===== src/rtl/rob_pkg.sv =====
// Shared types for the reorder buffer: entry layout, pointer types and
// small pointer helpers used by the top module.
package rob_pkg;

    localparam int ROB_MSB   = 2;
    localparam int REG_MSB   = 4;
    localparam int WIDTH_MSB = 31;
    localparam int ROB_DEPTH = 2 ** (ROB_MSB + 1);

    // Pointer carries one extra wrap bit above the entry index
    typedef logic [ROB_MSB+1:0] rob_ptr_t;
    typedef logic [ROB_MSB:0]   rob_idx_t;

    typedef struct packed {
        logic                 valid;
        logic                 ready;
        logic                 mispredict;
        logic                 branch;
        logic                 regWrite;
        logic [REG_MSB:0]     dest;
        logic [WIDTH_MSB:0]   data;
        logic [WIDTH_MSB:0]   snap;
    } rob_entry_t;

    function automatic rob_idx_t ptr_idx(input rob_ptr_t p);
        return p[ROB_MSB:0];
    endfunction

    // Full when indices match but the pointers are a lap apart
    function automatic logic ptr_full(input rob_ptr_t h, input rob_ptr_t t);
        return (h[ROB_MSB:0] == t[ROB_MSB:0]) && (h[ROB_MSB+1] != t[ROB_MSB+1]);
    endfunction

endpackage


===== src/rtl/reorder_buffer.sv =====
// Circular reorder buffer: allocates at rename, collects CDB writebacks and
// retires strictly in program order. A mispredicted branch at the head
// requests a pipeline flush and supplies its rename-time busy snapshot.
module reorder_buffer
    import rob_pkg::*;
#(
    parameter int ROB   = ROB_MSB,
    parameter int REG   = REG_MSB,
    parameter int WIDTH = WIDTH_MSB
) (
    input  logic             clk,
    input  logic             globalReset,
    input  logic             alloc,
    input  logic [REG:0]     allocDest,
    input  logic             allocRegWrite,
    input  logic             allocBranch,
    input  logic [WIDTH:0]   allocSnap,
    output logic [ROB:0]     destROB,
    output logic             full,
    output logic             empty,
    input  logic             cdbValid,
    input  logic [ROB:0]     cdbROB,
    input  logic [WIDTH:0]   cdbData,
    input  logic             cdbMispredict,
    output logic             validCommit,
    output logic [ROB:0]     commitROB,
    output logic [REG:0]     regCommit,
    output logic             commitRegWrite,
    output logic [WIDTH:0]   commitData,
    output logic             reset,
    output logic [WIDTH:0]   statusRestore
);

    rob_entry_t entries_q [ROB_DEPTH];
    rob_entry_t entries_d [ROB_DEPTH];
    rob_ptr_t   head_q, head_d;
    rob_ptr_t   tail_q, tail_d;
    rob_entry_t head_entry_s;
    logic       flush_s;

    // Status and commit-side outputs decoded from registered state only
    always_comb begin
        head_entry_s   = entries_q[ptr_idx(head_q)];
        empty          = (head_q == tail_q);
        full           = ptr_full(head_q, tail_q);
        destROB        = ptr_idx(tail_q);
        validCommit    = head_entry_s.valid & head_entry_s.ready;
        flush_s        = validCommit & head_entry_s.mispredict;
        reset          = flush_s;
        commitROB      = ptr_idx(head_q);
        regCommit      = head_entry_s.dest;
        commitRegWrite = head_entry_s.regWrite;
        commitData     = head_entry_s.data;
        statusRestore  = head_entry_s.snap;
    end

    // Next-state for entries and pointers: reset, flush, or writeback/alloc/retire
    always_comb begin
        entries_d = entries_q;
        head_d    = head_q;
        tail_d    = tail_q;
        if (globalReset) begin
            for (int i = 0; i < ROB_DEPTH; i++) begin
                entries_d[i] = '0;
            end
            head_d = '0;
            tail_d = '0;
        end else if (flush_s) begin
            // Everything younger than the branch is discarded; payloads stay
            for (int i = 0; i < ROB_DEPTH; i++) begin
                entries_d[i].valid = 1'b0;
            end
            head_d = '0;
            tail_d = '0;
        end else begin
            if (cdbValid && entries_q[cdbROB].valid) begin
                entries_d[cdbROB].ready      = 1'b1;
                entries_d[cdbROB].data       = cdbData;
                entries_d[cdbROB].mispredict = cdbMispredict & entries_q[cdbROB].branch;
            end else begin
                entries_d[cdbROB] = entries_d[cdbROB];
            end
            // Allocation cannot collide with the retiring head: that would need empty or full
            if (alloc && !full) begin
                entries_d[ptr_idx(tail_q)].valid      = 1'b1;
                entries_d[ptr_idx(tail_q)].ready      = 1'b0;
                entries_d[ptr_idx(tail_q)].mispredict = 1'b0;
                entries_d[ptr_idx(tail_q)].branch     = allocBranch;
                entries_d[ptr_idx(tail_q)].regWrite   = allocRegWrite;
                entries_d[ptr_idx(tail_q)].dest       = allocDest;
                if (allocBranch) begin
                    entries_d[ptr_idx(tail_q)].snap = allocSnap;
                end else begin
                    entries_d[ptr_idx(tail_q)].snap = entries_q[ptr_idx(tail_q)].snap;
                end
                tail_d = tail_q + 4'd1;
            end else begin
                tail_d = tail_q;
            end
            if (validCommit) begin
                entries_d[ptr_idx(head_q)].valid = 1'b0;
                head_d = head_q + 4'd1;
            end else begin
                head_d = head_q;
            end
        end
    end

    // State registers; reset behaviour is folded into the next-state logic
    always_ff @(posedge clk) begin
        entries_q <= entries_d;
        head_q    <= head_d;
        tail_q    <= tail_d;
    end

endmodule


===== config.mk =====
export PLATFORM = sky130hd
export DESIGN_NAME = reorder_buffer
export DESIGN_NICKNAME = d
export VERILOG_FILES = /design/src/rtl/rob_pkg.sv /design/src/rtl/reorder_buffer.sv
export SDC_FILE = /design/constraint.sdc
export NUM_CORES = 2
export LEC_CHECK = 0
export CORE_MARGIN = 2
export CORE_UTILIZATION = 30
export DETAILED_ROUTE_END_ITERATION = 10
export SYNTH_ARGS = -nofsm -noshare
export SYNTH_HDL_FRONTEND = slang
export SYNTH_SLANG_ARGS = --single-unit
export TNS_END_PERCENT = 1

===== constraint.sdc =====
create_clock -name clk -period 4.1 [get_ports clk]
set_clock_uncertainty 0.15 [all_clocks]
set_input_delay 0.615 -clock clk [delete_from_list [all_inputs] [get_ports clk]]
set_output_delay 0.615 -clock clk [all_outputs]
set_load 0.02 [all_outputs]

==> results.toml <==
[cts]
clock-root-buffer = "clkbuf_16"
clock_latency_ns = 0.64
cts.path.max_buffers = 3
ctsResizeCount = 0
cts_made_buffers = 71
htreeDepth = 3
postCtsSetupRepairBufs = 0
cts_tree = "yes"
cts.sinks = 600
clk_pin_slew_ns = 0.06
cts_hold_buf = 0

[timing]
rsz0062_at_grt = "false"
tns_ns = 0
slew_violations = 0
hold_viol_final = 0
finalCritPeriodShare_pct = 97.4
fin_ws_ns = 0.108
max_freq_mhz = 250
slew_headroom_pct = 4.34
min_period_ns = 3.99
tightest_slew_ns = 1.43
setup_viol = 0

[die]
core_area_um2 = 112000
num_rows = 123
ios = 159
start_util_pct = 30.2
die_w_um = 340
dieArea_um2 = 116000
die_y_um = 340

[critical_path]
path_cells = "buf_12, mux4_2, mux2_2, clkdlybuf4s50_1"
critical_path_required_ns = 3.34
start_kind = "flop"
max_stage_delay_ns = 0.78
crit_slowest_cell = "dfxtp_4"
crit_fanout = 28
critPathKind = "flop to output port"
crit_arrival_ns = 3.23
cp-end-kind = "output port"

[grt]
grt_max_degree = 268
grt_antenna_before_repair = 8
grt_pass1_vias = 31700
grt_use_total_pct = 24.3
overflow = 0
grt_first_pass_wirelength_mm = 216

[routing]
via_count = 33600
ant_nets = 0
viasPerCell = 6.55
drtIter0Drc = 4524
first_pass_iters = 6
wl_per_cell_um = 28.7
remaining_drc_errors = 0
totalWireLength_mm = 147

[synthesis]
synth_nets = 3697
yosysUniqueCellTypes = 69
syn_area_per_cell_um2 = 9.39
netlist_top_cells_area = "dfxtp_1 35%, mux4_2 11%, a21oi_1 9.5%"
ys.flop_type = "dfxtp_1"
synth_edf_count = 0
synth_top_area_cell = "dfxtp_1"
synthMuxAreaShare_pct = 18.0
ys.warnings.count = 0
synth_top_area_share_pct = 35.4
synth_simple_gate_area_share_pct = 4.22
synth_xor_xnor_area_share_pct = 0.232
synth_fa_ha_area_share_pct = 0.0737
syn_area_um2 = 34000
synthMostInstantiatedCell = "a21oi_1"
synth-compound-area-share_pct = 36.3
yosys-top-cells-count = "646 x a21oi_1, 600 x dfxtp_1, 331 x o21ai_0, 247 x clkbuf_1, 240 x a22oi_1"
synth-seq-cells = 600
async_flop_share_pct = 0
yosysSeqAreaShare_pct = 35.4
synthesis.instances = 3616
synth_top_family_by_area = "compound AO/OA/AOI/OAI gates"

[flow_run]
cap_violations = 0

[final_layout]
drive_above_1_share_pct = 19.5
layout.nets = 3655
final_cells = 5131
area_growth_pct = 17.5

[pwr]
leakagePower_nw = 12.6
power.total_w = 0.0151
power.density_nw_per_um2 = 379
ir_worst_vdd_mv = 0.289

[status]
status = "finished clean"

[placement]
dpl.cell_count = 5001
dp_hpwl_mm = 85.0
gp_congestion = 0.898
place_ws_ns = 0.513
portBuffers = 158

[hold_path]
hold_path_class = "input pin to flop"
-- stage by stage --
stage / hold WS [ns] / util (%) / cell area [um2]
finish: 0.277 / 35.5 / 39900
global placement: 0.306 / 33.4 / 37600
CTS: 0.269 / 35.5 / 39900
detailed placement: 0.316 / 33.4 / 37600
floorplan: 0.301 / - / 34000
global route: 0.262 / 35.5 / 39900
-- path summary, 6_finish.rpt --
path,to,depth (start not counted),slack (ns),startpoint
max,commitData[11],4,0.11,head_q[0]$_SDFFE_PP0N_
max reg2reg,entries_q[526]$_SDFFE_PP0N_,7,0.46,head_q[0]$_SDFFE_PP0N_
min,entries_q[516]$_SDFFE_PP0N_,3,0.28,globalReset
min reg2reg,entries_q[214]$_SDFFE_PP0N_,2,0.33,entries_q[214]$_SDFFE_PP0N_
-- placed cells by master (no fill, tap or decap), types with 9 or more instances in the layout --
cell / n
mux2i_1: 74
nor2_1: 41
clkdlybuf4s50_1: 153
clkbuf_16: 73
o221ai_1: 10
nor2b_1: 12
nand4_1: 12
buf_12: 34
clkbuf_8: 20
a22oi_1: 240
nand3_1: 17
nor3_1: 10
a22o_1: 120
o2bb2ai_1: 156
a221o_1: 13
a32oi_1: 52
mux2_2: 136
o21ai_0: 330
inv_1: 12
nor3_2: 9
a21oi_1: 638
o21ai_1: 10
clkbuf_1: 18
o221a_2: 12
a41oi_2: 22
buf_4: 141
a221oi_1: 59
o22ai_1: 130
mux4_2: 169
dfxtp_1: 594
nor2_4: 11
nand2_1: 116
o22a_1: 11
nand2b_1: 13
-- worst max-delay path: cells and delay by family, from the launching register on --
| kind | cells | cell delay [ns] |
|---|---|---|
| buffers and inverters | 2 | 0.89 |
| flip-flops | 1 | 0.78 |
| multiplexers | 2 | 0.89 |
-- cell type report --
| type | instances | area [um2] |
|---|---|---|
| clock inverter | 17 | 170 |
| clock buffer | 111 | 2170 |
| tap | 1500 | 1880 |
| timing repair buffer | 330 | 3280 |
| multi-input combinational | 2552 | 20300 |
| antenna | 2 | 5.00 |
| fill | 11300 | 72400 |
| sequential | 600 | 12000 |
| inverter | 19 | 76.3 |
-- where the power goes --
part           total (W)  internal (W)  switching [W]
clock network    0.00646       0.00377        0.00269
logic            0.00237      0.000858        0.00152
registers        0.00630       0.00607       0.000231
total             0.0151        0.0107        0.00444
-- cells by family (layout without fill, tap and decap cells) --
group	after synthesis	after routing
buffers and inverters	464	477
other	0	2
AND/OR/NAND/NOR	287	287
AO/OA/AOI/OAI	1873	1873
multiplexers	381	381
XOR/XNOR	9	9
flip-flops	600	600
adder cells (fa/ha/maj)	2	2
-- per-layer routing --
metal,share of wire (%),routed length [um],vias to the layer above,track usage (%)
li1,-,-,14300,-
met1,40,58300,16400,32.8
met2,44,64400,2395,36.6
met3,12,17700,507,6.33
met4,4.6,6810,10,10.6
met5,0.040,59,-,0
No activity file was read; power rests on OpenSTA's default activity.
